[config.mk]
export PLATFORM = sky130hd
export DESIGN_NAME = ex_muldiv_flat
export DESIGN_NICKNAME = d
export VERILOG_FILES = /design/src/rtl/ex_muldiv_if.sv /design/src/rtl/ex_muldiv.sv /design/src/flat_wrapper.sv
export SDC_FILE = /design/constraint.sdc
export NUM_CORES = 1
export LEC_CHECK = 0
export BUFFER_PORTS_ARGS = -buffer_cell sky130_fd_sc_hd__buf_4
export CORE_UTILIZATION = 40
export CTS_CLUSTER_DIAMETER = 80
export DETAILED_ROUTE_END_ITERATION = 8
export PLACE_DENSITY_LB_ADDON = 0.15
export RECOVER_POWER = 100
export SYNTH_ARGS = -nofsm -noshare
export SYNTH_HDL_FRONTEND = slang
export SYNTH_SLANG_ARGS = --single-unit
[constraint.sdc]
create_clock -name clk -period 4.66 [get_ports clk]
set_input_delay 0.466 -clock clk [delete_from_list [all_inputs] [get_ports clk]]
set_output_delay 0.466 -clock clk [all_outputs]
set_load 0.1 [all_outputs]
[src/rtl/ex_muldiv_if.sv]
// ex_muldiv_if: EX-stage handshake between the pipeline (master) and the mul/div unit (slave).
interface ex_muldiv_if #(
   parameter int DATA_WIDTH          = 32,
   parameter int REGISTER_ADDR_WIDTH = 5
);
   logic                           start;
   logic [2:0]                     op;
   logic [DATA_WIDTH-1:0]          rs1_val;
   logic [DATA_WIDTH-1:0]          rs2_val;
   logic [REGISTER_ADDR_WIDTH-1:0] rd_in;
   logic                           flush;
   logic                           stall_req;
   logic                           busy;
   logic                           done;
   logic [DATA_WIDTH-1:0]          result;
   logic [REGISTER_ADDR_WIDTH-1:0] rd_out;
   modport master (output start, op, rs1_val, rs2_val, rd_in, flush,
                   input  stall_req, busy, done, result, rd_out);
   modport slave  (input  start, op, rs1_val, rs2_val, rd_in, flush,
                   output stall_req, busy, done, result, rd_out);
endinterface

[src/rtl/ex_muldiv.sv]
// ex_muldiv: iterative RV32M multiply/divide unit, one bit per cycle on operand magnitudes,
// sign fix-up in a dedicated cycle, fast path for divide-by-zero and signed overflow.
module ex_muldiv #(
   parameter int DATA_WIDTH          = 32,
   parameter int REGISTER_ADDR_WIDTH = 5
) (
   input logic        clk,
   input logic        rst_n,
   ex_muldiv_if.slave bus
);
   localparam int W  = DATA_WIDTH;
   localparam int CW = $clog2(DATA_WIDTH) > 5 ? $clog2(DATA_WIDTH) : 5;
   localparam logic [W-1:0] MIN = {1'b1, {(W-1){1'b0}}};
   typedef enum logic [1:0] {IDLE, CALC, FIX, DONE} state_t;
   state_t                         state, state_n;
   logic [CW-1:0]                  cnt;
   logic [2:0]                     op_q;
   logic [REGISTER_ADDR_WIDTH-1:0] rd_q;
   logic                           neg_a, neg_b;
   logic [W-1:0]                   m;
   logic [2*W-1:0]                 acc, acc_step, prod_f;
   logic                           accept, sa, sb, a_neg, b_neg, dz, ovf;
   logic [W-1:0]                   a_mag, b_mag, fast_val, q_f, r_f, fix_val;
   logic [W:0]                     mul_sum, div_t, div_diff;
   assign accept = bus.start & (state == IDLE) & ~bus.flush;
   assign sa     = ~(bus.op[0] & (bus.op[1] | bus.op[2]));
   assign sb     = bus.op[2] ? ~bus.op[0] : ~bus.op[1];
   assign a_neg  = sa & bus.rs1_val[W-1];
   assign b_neg  = sb & bus.rs2_val[W-1];
   assign a_mag  = a_neg ? -bus.rs1_val : bus.rs1_val;
   assign b_mag  = b_neg ? -bus.rs2_val : bus.rs2_val;
   assign dz     = bus.op[2] & (bus.rs2_val == '0);
   assign ovf    = bus.op[2] & ~bus.op[0] & (bus.rs1_val == MIN) & (bus.rs2_val == '1);
   assign fast_val = dz ? (bus.op[1] ? bus.rs1_val : '1) : (bus.op[1] ? '0 : MIN);
   // acc holds {partial product, multiplier} or {partial remainder, dividend/quotient}
   assign mul_sum  = {1'b0, acc[2*W-1:W]} + {1'b0, acc[0] ? m : '0};
   assign div_t    = {acc[2*W-1:W], acc[W-1]};
   assign div_diff = div_t - {1'b0, m};
   assign acc_step = op_q[2] ? (div_diff[W] ? {div_t[W-1:0], acc[W-2:0], 1'b0}
                                            : {div_diff[W-1:0], acc[W-2:0], 1'b1})
                             : {mul_sum, acc[W-1:1]};
   assign prod_f  = (neg_a ^ neg_b) ? -acc : acc;
   assign q_f     = (neg_a ^ neg_b) ? -acc[W-1:0] : acc[W-1:0];
   assign r_f     = neg_a ? -acc[2*W-1:W] : acc[2*W-1:W];
   assign fix_val = op_q[2] ? (op_q[1] ? r_f : q_f)
                            : (op_q == 3'd0 ? prod_f[W-1:0] : prod_f[2*W-1:W]);
   assign bus.stall_req = accept | (state == CALC) | (state == FIX);
   assign bus.busy      = (state == CALC) | (state == FIX);
   assign bus.done      = state == DONE;
   always_comb begin
      state_n = state;
      case (state)
         IDLE:    state_n = accept ? (dz | ovf ? DONE : CALC) : IDLE;
         CALC:    state_n = bus.flush ? IDLE : (cnt == CW'(W-1) ? FIX : CALC);
         FIX:     state_n = bus.flush ? IDLE : DONE;
         default: state_n = IDLE;
      endcase
   end
   always_ff @(posedge clk or negedge rst_n) begin
      if (!rst_n) begin
         state      <= IDLE;
         cnt        <= '0;
         op_q       <= '0;
         rd_q       <= '0;
         neg_a      <= 1'b0;
         neg_b      <= 1'b0;
         m          <= '0;
         acc        <= '0;
         bus.result <= '0;
         bus.rd_out <= '0;
      end else begin
         state <= state_n;
         cnt   <= state == CALC ? cnt + 1'b1 : '0;
         if (accept) begin
            op_q  <= bus.op;
            rd_q  <= bus.rd_in;
            neg_a <= a_neg;
            neg_b <= b_neg;
            m     <= bus.op[2] ? b_mag : a_mag;
            acc   <= {{W{1'b0}}, bus.op[2] ? a_mag : b_mag};
         end else if (state == CALC) begin
            acc <= acc_step;
         end
         if (state_n == DONE) begin
            bus.result <= state == IDLE ? fast_val : fix_val;
            bus.rd_out <= state == IDLE ? bus.rd_in : rd_q;
         end
      end
   end
endmodule

[src/flat_wrapper.sv]
// flat-port wrapper written by rule: the top's interface ports become plain ports
module ex_muldiv_flat 
#(
   parameter int DATA_WIDTH          = 32,
   parameter int REGISTER_ADDR_WIDTH = 5
)
  (clk, rst_n, bus_start, bus_op, bus_rs1_val, bus_rs2_val, bus_rd_in, bus_flush, bus_stall_req, bus_busy, bus_done, bus_result, bus_rd_out);
  ex_muldiv_if #(.DATA_WIDTH(DATA_WIDTH), .REGISTER_ADDR_WIDTH(REGISTER_ADDR_WIDTH)) bus_i ();
  input logic clk;
  input logic rst_n;
  input wire logic [$bits(bus_i.start)-1:0] bus_start;
  input wire logic [$bits(bus_i.op)-1:0] bus_op;
  input wire logic [$bits(bus_i.rs1_val)-1:0] bus_rs1_val;
  input wire logic [$bits(bus_i.rs2_val)-1:0] bus_rs2_val;
  input wire logic [$bits(bus_i.rd_in)-1:0] bus_rd_in;
  input wire logic [$bits(bus_i.flush)-1:0] bus_flush;
  output wire logic [$bits(bus_i.stall_req)-1:0] bus_stall_req;
  output wire logic [$bits(bus_i.busy)-1:0] bus_busy;
  output wire logic [$bits(bus_i.done)-1:0] bus_done;
  output wire logic [$bits(bus_i.result)-1:0] bus_result;
  output wire logic [$bits(bus_i.rd_out)-1:0] bus_rd_out;
  assign bus_i.start = bus_start;
  assign bus_i.op = bus_op;
  assign bus_i.rs1_val = bus_rs1_val;
  assign bus_i.rs2_val = bus_rs2_val;
  assign bus_i.rd_in = bus_rd_in;
  assign bus_i.flush = bus_flush;
  assign bus_stall_req = bus_i.stall_req;
  assign bus_busy = bus_i.busy;
  assign bus_done = bus_i.done;
  assign bus_result = bus_i.result;
  assign bus_rd_out = bus_i.rd_out;
  ex_muldiv #(.DATA_WIDTH(DATA_WIDTH), .REGISTER_ADDR_WIDTH(REGISTER_ADDR_WIDTH)) u_core (.clk(clk), .rst_n(rst_n), .bus(bus_i));
endmodule
==> results.py, run 1 <==
metrics = {
    "setup_path": {
        "cp-end-kind": "register",
        "startpoint_type": "input pin",
        "reg2regPathDepth": 11,
        "cp_max_fo": 71,
        "cp_data_required_time_ns": 5.01,
        "critical_path_class": "in2reg",
        "worstPathArrival_ns": 4.66,
    },
    "detailed_routing": {
        "drc": 0,
        "finalWirelength_mm": 66.5,
        "route.vias.total": 16991,
        "drt-pass1-iter-count": 6,
        "first_iter_violations": 1734,
        "avgRoutedWirePerCell_um": 24.6,
        "vias_per_cell": 6.30,
        "postRouteAntennaNets": 0,
    },
    "placement": {
        "dpl.hpwl_mm": 51.7,
        "placed_cells": 2667,
        "dp_slack_ns": 0.316,
        "place_congestion": 0.975,
        "portBuffers": 115,
    },
    "logic_synthesis": {
        "synthMuxAreaShare": 0.0395,
        "synth_top_family_by_area": "compound AO/OA/AOI/OAI gates",
        "synthAdderAreaFrac": 0.0616,
        "synth-async-reset-ratio": 1.00,
        "yosysWarnings": 0,
        "synth_edf_count": 0,
        "synth-seq-cells": 150,
        "synthXorXnorAreaFrac": 0.108,
        "synth_cell_type_count": 87,
        "synth-simple-area-share": 0.209,
        "synth_ff_type": "dfrtp_1",
        "syn_nets": 2287,
        "yosysSeqAreaShare": 0.236,
        "netlist_instances": 2134,
        "syn_avg_cell_area_um2": 7.44,
        "synth_area_um2": 15900,
        "synth_compound_area_frac": 0.285,
    },
    "sta": {
        "fin_crit_sh": 0.925,
        "timing.hold.ws_ns": 0.200,
        "final.setup.worst_slack_ns": 0.350,
        "finalSetupViolations": 0,
        "tightest_slew_ns": 3.94,
        "finalSetupTns_ns": 0,
        "fin_skew_ns": 0.0115,
        "finalHoldViolCount": 0,
        "maxSlewViolCount": 196,
        "fmax_mhz": 232,
        "relSlewSlack": -1.63,
        "min_period_ns": 4.31,
        "rsz0062_at_grt": "false",
    },
    "power": {
        "power.leakage_uw": 0.00727,
        "peakVddDrop_mv": 0.300,
        "total_power_uw": 10300,
        "power_density_nw_per_um2": 589,
    },
    "layout": {
        "nets": 2321,
        "drive_gt1_frac": 0.0857,
        "layout_common_cells": "243 x nand2_1, 224 x o21ai_0, 193 x nor2_1",
        "diodes": 0,
        "nFillCells": 4047,
        "final_common_cell": "nand2_1",
        "final_cells": 2699,
        "area_delta_synth_final_pct": 10.4,
    },
    "die": {
        "die_h_um": 201,
        "start_util": 0.408,
        "chipWidth_um": 201,
        "die_area_um2": 40500,
        "ios": 116,
        "rows": 72,
        "core_area_um2": 38900,
    },
    "clocking": {
        "clock_latency_ns": 0.47,
        "tritoncts": "built",
        "worst_setup_hold_path_clk_slew_ns": 0.07,
        "cts-root-buf": "clkbuf_16",
        "h-tree-depth": 4,
        "cts_num_sinks": 150,
        "cts_buffers": 17,
        "clockBufferDepth": 2,
    },
    "global_route": {
        "grt_pass1_wl_mm": 100,
        "grt-ovfl-total": 0,
        "grt_use_total": 0.326,
        "first_global_vias": 15866,
        "grt_max_degree": 87,
        "antenna_found_initial": 0,
    },
    "min_path": {
        "min_path_cells": 2,
        "hold_class": "in2reg",
    },
    "status": {
        "violations": "capacitance limit, slew limit",
        "outcome": "complete, but fails checks",
    },
    "job": {
        "maxCapViolations": 5,
    },
}
[worst paths after layout]
path | start | end | slack (ns)
setup / recovery | bus_rs2_val[8] | u_core.bus.result[17] | 0.35
hold / removal | bus_flush | u_core.state[0] | 0.20
setup reg to reg | u_core.m[18] | u_core.acc[41] | 0.36
hold reg to reg | u_core.cnt[0] | u_core.cnt[0] | 0.46
max in group asynchronous | rst_n | u_core.acc[2] | 1.05
min in group asynchronous | rst_n | u_core.bus.rd_out[0] | 1.37
[power by group]
group | switching, uW | internal [uW] | total, uW
clock | 676 | 767 | 1440
sequential | 461 | 1580 | 2040
combinational | 4380 | 2460 | 6850
total | 5520 | 4810 | 10300
[per-layer routing]
| layer | up-vias | track usage | part of all wire |
|---|---|---|---|
| li1 | 7816 | - | - |
| met1 | 8220 | 0.444 | 0.43 |
| met2 | 827 | 0.493 | 0.44 |
| met3 | 128 | 0.0805 | 0.096 |
| met4 | 0 | 0.123 | 0.040 |
| met5 | - | 0 | 0 |
[kinds of logic (layout without fill, tap and decap cells)]
group	after synthesis	after routing
flops	150	150
fa+ha+maj	77	77
compound gates	725	725
buf+inv	227	274
xor+xnor	196	196
simple gates	697	697
mux	62	62
[worst max-delay path: stages]
cell      delay, ns
clkbuf_1       0.11
or4_1          0.57
nor3_1         0.41
nand4_1        0.35
nor4b_1        1.36
o21ai_0        0.17
o21ai_0        0.19
nand2_2        0.08
clkbuf_4       0.42
mux2_2         0.43
[state kept, by name, indices dropped and copies added, names as in the netlist]
signal             flops
u_core.acc            64
u_core.bus.result     32
u_core.m              32
u_core.bus.rd_out      5
u_core.cnt             5
u_core.rd_q            5
u_core.op_q            3
u_core.state           2
u_core.neg_a           1
u_core.neg_b           1
[repair_timing]
action | in CTS | in global routing
setup endpoints to repair | 0 | 10
setup buffers | 0 | 0
resized for setup | 0 | 2
hold buffers | 0 | 0
[area by class of cell]
cell class,count,area [um2],area share
multi-input combinational,1757,11200,0.637
timing repair buffer,168,1100,0.0629
sequential,150,3750,0.214
clock inverter,14,139,0.00792
clock buffer,18,439,0.0250
tap,518,648,0.0370
inverter,74,278,0.0158
[Yosys cell counts, drive strengths merged, types with 5 or more instances]
| cell | count | share of area |
|---|---|---|
| a2111oi | 12 | 0.0070 |
| a211oi | 19 | 0.0090 |
| a21boi | 6 | 0.0028 |
| a21o | 33 | 0.016 |
| a21oi | 186 | 0.059 |
| a221oi | 10 | 0.0055 |
| a22oi | 5 | 0.0024 |
| a31oi | 22 | 0.0087 |
| and2 | 16 | 0.0063 |
| and3 | 12 | 0.0047 |
| buf | 45 | 0.018 |
| clkbuf | 108 | 0.026 |
| dfrtp | 150 | 0.24 |
| ha | 75 | 0.059 |
| inv | 73 | 0.017 |
| mux2 | 5 | 0.0035 |
| mux2i | 57 | 0.036 |
| nand2 | 244 | 0.058 |
| nand2b | 22 | 0.0087 |
| nand3 | 31 | 0.0098 |
| nand4 | 25 | 0.010 |
| nor2 | 194 | 0.046 |
| nor2b | 13 | 0.0051 |
| nor3 | 42 | 0.014 |
| nor3b | 5 | 0.0024 |
| nor4 | 25 | 0.011 |
| o211ai | 68 | 0.032 |
| o21a | 9 | 0.0043 |
| o21ai | 233 | 0.073 |
| o21bai | 6 | 0.0028 |
| o221ai | 22 | 0.012 |
| o22ai | 9 | 0.0035 |
| o31ai | 40 | 0.020 |
| o41ai | 9 | 0.0054 |
| or2 | 9 | 0.0035 |
| or3 | 20 | 0.0079 |
| or4 | 20 | 0.010 |
| xnor2 | 115 | 0.063 |
| xor2 | 81 | 0.045 |
[through the flow]
stage               utilization  instance area (um2)
floorplan                     -                15900
CTS                       0.456                17700
global placement          0.441                17200
detailed placement        0.441                17200
global route              0.451                17500
finish                    0.451                17500
Note: power is estimated with default switching activity, not from simulation.
==> inputs of run 2 (changes only) <==
--- a/config.mk
+++ b/config.mk
@@ -5,7 +5,7 @@
 export SDC_FILE = /design/constraint.sdc
 export NUM_CORES = 1
 export LEC_CHECK = 0
-export BUFFER_PORTS_ARGS = -buffer_cell sky130_fd_sc_hd__buf_4
+export BUFFER_PORTS_ARGS = -buffer_cell sky130_fd_sc_hd__buf_2
 export CORE_UTILIZATION = 40
 export CTS_CLUSTER_DIAMETER = 80
 export DETAILED_ROUTE_END_ITERATION = 8
==> run 2 against run 1 <==
The flow still finishes with violations (capacitance limit, slew limit). Critical endpoint is now u_core.acc[62]. Die area is the same. Design area shrank 0.86%. Total power grew 0.60%.
==> results.py, run 2 (synthesis gave the netlist of run 1 again) <==
metrics = {
    "global_route": {
        "grt-ovfl-total": 0,
        "antenna_found_initial": 1,
        "grt_pass1_wl_mm": 100,
        "grt_use_total": 0.329,
        "grt_max_degree": 83,
        "first_global_vias": 15701,
    },
    "detailed_routing": {
        "wl_met3_mm": 5.90,
        "vias_per_cell": 6.27,
        "wl_met2_mm": 29.5,
        "m1WireLength_mm": 29.4,
        "drc": 0,
        "route.vias.total": 16951,
        "finalWirelength_mm": 67.1,
        "top_layer": "met4",
        "drt-pass1-iter-count": 5,
        "avgRoutedWirePerCell_um": 24.8,
        "first_iter_violations": 1642,
        "postRouteAntennaNets": 0,
    },
    "status": {
        "violations": "capacitance limit, slew limit",
        "outcome": "complete, but fails checks",
    },
    "sta": {
        "finalHoldViolCount": 0,
        "min_period_ns": 4.21,
        "rsz0062_at_grt": "false",
        "finalSetupViolations": 0,
        "tightest_slew_ns": 3.66,
        "fmax_mhz": 238,
        "finalSetupTns_ns": 0,
        "maxSlewViolCount": 238,
        "fin_crit_sh": 0.903,
        "relSlewSlack": -1.44,
        "fin_skew_ns": 0.0120,
        "timing.hold.ws_ns": 0.213,
    },
    "clocking": {
        "cts_num_sinks": 150,
        "hold_buffers": 0,
        "worst_setup_hold_path_clk_slew_ns": 0.07,
        "cts_buffers": 17,
        "clockBufferDepth": 2,
        "ctsResizeCount": 0,
        "cts-root-buf": "clkbuf_16",
        "h-tree-depth": 4,
        "clock_latency_ns": 0.46,
        "cts_post_setup_buffers_inserted": 0,
        "tritoncts": "built",
    },
    "placement": {
        "portBuffers": 115,
        "place_congestion": 1.00,
        "dpl.hpwl_mm": 52.0,
        "postPlaceCellArea_um2": 16900,
    },
    "power": {
        "p_switching_uw": 5530,
        "p_comb_frac": 0.656,
        "power.leakage_uw": 0.00722,
        "switching_share": 0.532,
        "p_int_uw": 4860,
        "clkPwrFrac": 0.142,
        "pwr-share-seq": 0.202,
        "peakVddDrop_mv": 0.352,
        "power_density_nw_per_um2": 598,
    },
    "setup_path": {
        "crit_family": "compound AO/OA/AOI/OAI gates",
        "cp_data_required_time_ns": 5.00,
        "critical_path_class": "reg2reg",
        "path_cells": "inv_1 > buf_4 > nor2_1 > ha_1 > a21oi_1 > o21ai_0 > or3_1 > a311o_1 > nand3_1 > o21ai_1 > a221oi_1 > mux2i_1 > a2111oi_0",
        "cp_max_fo": 12,
        "max_stage_delay_ns": 0.58,
        "reg2reg_to": "u_core.acc[62]",
        "regToRegStartpoint": "u_core.acc[0]",
        "cp_slowest_cell": "a221oi_1",
        "worstPathArrival_ns": 4.54,
        "startpoint_type": "register",
        "r2r_slack_ns": 0.45,
        "critPathBufInv": 2,
        "reg2regPathDepth": 13,
        "cp-end-kind": "register",
    },
    "layout": {
        "final_area_um2": 17400,
        "largest_reg_flops": 64,
        "final_common_cell": "nand2_1",
        "top_register": "u_core.acc",
        "nFillCells": 4135,
        "reg_top3": "u_core.acc x64, u_core.bus.result x32, u_core.m x32",
        "drive_gt1_frac": 0.0861,
        "diodes": 0,
        "final_util": 0.447,
        "nets": 2324,
        "area_delta_synth_final_pct": 9.46,
        "layout_common_cells": "243 x nand2_1, 224 x o21ai_0, 193 x nor2_1",
    },
    "die": {
        "ios": 116,
        "rows": 72,
        "die_h_um": 201,
        "core_area_um2": 38900,
        "chipWidth_um": 201,
        "start_util": 0.408,
        "die_area_um2": 40500,
    },
    "job": {
        "maxCapViolations": 5,
    },
    "min_path": {
        "hold_class": "in2reg",
        "hp-start": "bus_rd_in[3]",
        "hold_end": "u_core.rd_q[3]",
        "min_path_cells": 3,
    },
}
==> run 2: cell count changes in the layout (fill, tap and decap cells not counted), moves of 2 or more <==
cell,change
buf_4,-68
clkinv_4,+2
inv_8,-3
clkbuf_8,+2
clkbuf_1,+2
buf_2,+71
inv_6,-4
==> run 2: worst min-delay path: stages <==
cell	delay, ns
buf_2	0.09
nand2_1	0.04
nand2_1	0.04
==> run 2: area by class of cell <==
| type | instances | area [um2] | area share |
|---|---|---|---|
| clock buffer | 22 | 474 | 0.0273 |
| clock inverter | 10 | 120 | 0.00691 |
| inverter | 74 | 278 | 0.0160 |
| multi-input combinational | 1757 | 11200 | 0.643 |
| sequential | 150 | 3750 | 0.216 |
| tap | 518 | 648 | 0.0373 |
| timing repair buffer | 171 | 937 | 0.0539 |
==> run 2: power groups by stage <==
| stage | clock network (uW) | registers, uW | logic [uW] |
|---|---|---|---|
| 2_1_floorplan | 0 | 1890 | 4770 |
| 3_3_place_gp | 0 | 2090 | 6620 |
| 3_5_place_dp | 0 | 2100 | 6620 |
| 4_1_cts | 1490 | 2070 | 6660 |
| 5_1_grt | 1540 | 2120 | 7340 |
| 6_report | 1470 | 2100 | 6820 |
==> run 2: per-layer routing <==
layer	vias up	GRT usage
li1	7822	-
met1	8161	0.459
met2	849	0.509
met3	119	0.0572
met4	0	0.111
met5	-	0
==> run 2: worst max path at each step <==
stage / startpoint / slack [ns] / cells past startpoint / endpoint
floorplan: u_core.acc[0] / 1.22 / 15 / u_core.acc[62]
global placement: u_core.acc[0] / 0.62 / 13 / u_core.acc[62]
detailed placement: u_core.acc[0] / 0.57 / 12 / u_core.acc[62]
CTS: u_core.acc[0] / 0.55 / 12 / u_core.acc[62]
global route: u_core.acc[0] / 0.09 / 12 / u_core.acc[62]
finish: u_core.acc[0] / 0.45 / 13 / u_core.acc[62]
==> run 2: metrics by stage <==
stage | worst slack (ns) | instances | total power [uW]
CTS | 0.548 | 2702 | 10200
detailed placement | 0.572 | 2670 | 8720
global placement | 0.622 | 2670 | 8710
floorplan | 1.22 | 2134 | 6670
finish | 0.454 | 2702 | 10400
global route | 0.0853 | 2702 | 11000
==> inputs of run 3 (changes only) <==
--- a/config.mk
+++ b/config.mk
@@ -5,7 +5,8 @@
 export SDC_FILE = /design/constraint.sdc
 export NUM_CORES = 1
 export LEC_CHECK = 0
-export BUFFER_PORTS_ARGS = -buffer_cell sky130_fd_sc_hd__buf_2
+export ABC_AREA = 1
+export BUFFER_PORTS_ARGS = -buffer_cell sky130_fd_sc_hd__clkbuf_2
 export CORE_UTILIZATION = 40
 export CTS_CLUSTER_DIAMETER = 80
 export DETAILED_ROUTE_END_ITERATION = 8
==> run 3 against run 2 <==
The run ends with hold timing, capacitance limit, slew limit left. Routed wire length grew 42%. Final cell count up 47%. Hold slack got worse by 0.26 ns. Clock power increased by 3%. Register-to-register slack better by 0.26 ns. Die area is 18% higher. Flip-flop and latch count is the same. Total power is 25% higher. Design area increased by 16%. Critical path type unchanged. Critical endpoint is now u_core.acc[10]. Largest cell class unchanged.
==> results.py, run 3 <==
metrics = {
    "layout": {
        "nets": 3508,
        "largest_reg_flops": 64,
        "final_common_cell": "nand2_1",
        "area_delta_synth_final_pct": 8.11,
        "nFillCells": 5146,
        "final_cells": 3969,
        "drive_gt1_frac": 0.0600,
        "layout_common_cells": "1,164 x nand2_1, 460 x inv_1, 301 x nand3_1",
        "top_register": "u_core.acc",
        "reg_top3": "u_core.acc x64, u_core.bus.result x32, u_core.m x32",
    },
    "setup_path": {
        "critPathBufInv": 4,
        "worstPathArrival_ns": 4.39,
        "max_stage_delay_ns": 1.37,
        "cp_data_required_time_ns": 5.10,
        "cp-end-kind": "register",
        "startpoint": "u_core.state[0]",
        "crit_family": "simple AND/OR/NAND/NOR gates",
        "cp_max_fo": 44,
        "endpoint": "u_core.acc[10]",
        "reg2regPathDepth": 9,
        "reg2reg_to": "u_core.acc[10]",
        "path_cells": "inv_1 > ha_1 > nand3_1 > buf_4 > nor2_1 > inv_1 > o211ai_1 > o21ai_0 > inv_1",
        "critical_path_class": "reg2reg",
        "cp_slowest_cell": "nor2_1",
        "startpoint_type": "register",
        "r2r_slack_ns": 0.71,
        "regToRegStartpoint": "u_core.state[0]",
        "crit_top_cell": "inv_1",
        "crit_cells": 9,
    },
    "placement": {
        "place_congestion": 1.04,
        "placed_cells": 3936,
        "portBuffers": 115,
        "dpl.hpwl_mm": 75.9,
    },
    "job": {
        "maxCapViolations": 3,
    },
    "global_route": {
        "grt_max_degree": 84,
        "grt-ovfl-total": 0,
        "grt_use_total": 0.400,
        "grt_pass1_wl_mm": 139,
        "antenna_found_initial": 0,
        "first_global_vias": 20659,
    },
    "detailed_routing": {
        "avgRoutedWirePerCell_um": 24.0,
        "vias_per_cell": 5.82,
        "first_iter_violations": 3138,
        "finalWirelength_mm": 95.2,
        "route.vias.total": 23088,
        "drt-pass1-iter-count": 6,
        "drc": 0,
        "postRouteAntennaNets": 0,
    },
    "logic_synthesis": {
        "synthMuxAreaShare": 0,
        "netlist_instances": 3317,
        "syn_nets": 3470,
        "synth_top_area_frac": 0.233,
        "synthTopCellsByArea": "nand2_1 23%, dfrtp_1 20%, inv_1 9.2%",
        "synth-async-reset-ratio": 1.00,
        "yosys.area.top_type": "nand2_1",
        "synth-seq-cells": 150,
        "synth.top_cells.by_count": "1,163 x nand2_1, 457 x inv_1, 300 x nand3_1, 291 x nor2_1, 205 x o21ai_0",
        "synthXorXnorAreaFrac": 0.0464,
        "synth_edf_count": 0,
        "syn_avg_cell_area_um2": 5.64,
        "synth_ff_type": "dfrtp_1",
        "synth.most_common_cell": "nand2_1",
        "synth-simple-area-share": 0.423,
        "yosysWarnings": 0,
        "synth_compound_area_frac": 0.149,
        "synth_area_um2": 18700,
        "yosysSeqAreaShare": 0.201,
        "synth_cell_type_count": 54,
        "synthAdderAreaFrac": 0.0523,
        "synth_top_family_by_area": "simple AND/OR/NAND/NOR gates",
    },
    "clocking": {
        "clock_latency_ns": 0.50,
        "cts-root-buf": "clkbuf_16",
        "cts_buffers": 17,
        "clockBufferDepth": 2,
        "cts_num_sinks": 150,
        "hold_buffers": 0,
        "h-tree-depth": 4,
        "tritoncts": "built",
        "ctsResizeCount": 0,
        "cts_post_setup_buffers_inserted": 0,
        "worst_setup_hold_path_clk_slew_ns": 0.08,
    },
    "sta": {
        "rsz0062_at_grt": "false",
        "fin_skew_ns": 0.0202,
        "maxSlewViolCount": 144,
        "tightest_slew_ns": 2.38,
        "finalSetupViolations": 0,
        "fmax_mhz": 253,
        "finalHoldViolCount": 9,
        "finalSetupTns_ns": 0,
        "fin_crit_sh": 0.848,
        "timing.hold.ws_ns": -0.0491,
        "relSlewSlack": -0.585,
        "min_period_ns": 3.95,
    },
    "power": {
        "power_density_nw_per_um2": 641,
        "power.leakage_uw": 0.0107,
        "peakVddDrop_mv": 0.359,
    },
    "die": {
        "die_h_um": 218,
        "die_area_um2": 47600,
        "core_area_um2": 45800,
        "rows": 78,
        "ios": 116,
        "start_util": 0.409,
        "chipWidth_um": 218,
    },
    "status": {
        "outcome": "complete, but fails checks",
        "violations": "hold timing, capacitance limit, slew limit",
    },
    "min_path": {
        "hold_class": "in2async",
    },
}
-- run 3: metal layers --
metal | vias to the layer above | share of wire | wire, um | GRT usage
li1 | 10657 | - | - | -
met1 | 10927 | 0.44 | 42200 | 0.584
met2 | 1310 | 0.40 | 38200 | 0.559
met3 | 194 | 0.11 | 10700 | 0.0914
met4 | 0 | 0.043 | 4070 | 0.161
met5 | - | 0 | 0 | 0
-- run 3: logic make-up (layout without fill, tap and decap cells) --
logic type | count (synthesis) | in the layout
compound gates | 496 | 496
xor+xnor | 99 | 99
fa+ha+maj | 77 | 77
buf+inv | 598 | 649
flops | 150 | 150
other cells | 0 | 1
simple gates | 1897 | 1897
-- run 3: layout make-up --
cell class	instances	area [um2]	share of cell area
Clock inverter	15	199	0.00984
Clock buffer	17	425	0.0210
Multi-Input combinational cell	2569	12500	0.620
Timing Repair Buffer	144	766	0.0379
Inverter	473	1780	0.0880
Tap cell	600	751	0.0371
Antenna cell	1	2.50	0.000124
Sequential cell	150	3760	0.186
-- run 3: worst min path at each step --
| stage | from | to | slack (ns) | cells past startpoint |
|---|---|---|---|---|
| after floorplan | rst_n | u_core.acc[0] | 0.17 | 0 |
| after global placement | u_core.bus.result[29] | u_core.bus.result[29] | 0.46 | 2 |
| final | rst_n | u_core.acc[47] | -0.05 | 1 |
| after CTS | rst_n | u_core.acc[47] | 0.02 | 1 |
| after detailed placement | u_core.bus.result[28] | u_core.bus.result[28] | 0.46 | 2 |
| after global routing | rst_n | u_core.acc[47] | 0.03 | 1 |
-- run 3: through the flow --
stage	utilization	total power, uW	hold slack (ns)	setup slack, ns	cell area, um2
finish	0.442	13000	-0.0491	0.711	20200
detailed placement	0.430	11100	0.465	1.33	19700
floorplan	-	7900	0.170	2.18	18700
global placement	0.430	11100	0.461	1.42	19700
CTS	0.444	12600	0.0233	1.34	20300
global route	0.442	13800	0.0302	0.517	20200
-- run 3: report_power, final --
group / switching (uW) / internal [uW]
combinational: 6400 / 2490
sequential: 957 / 1610
clock: 773 / 735
total: 8130 / 4840
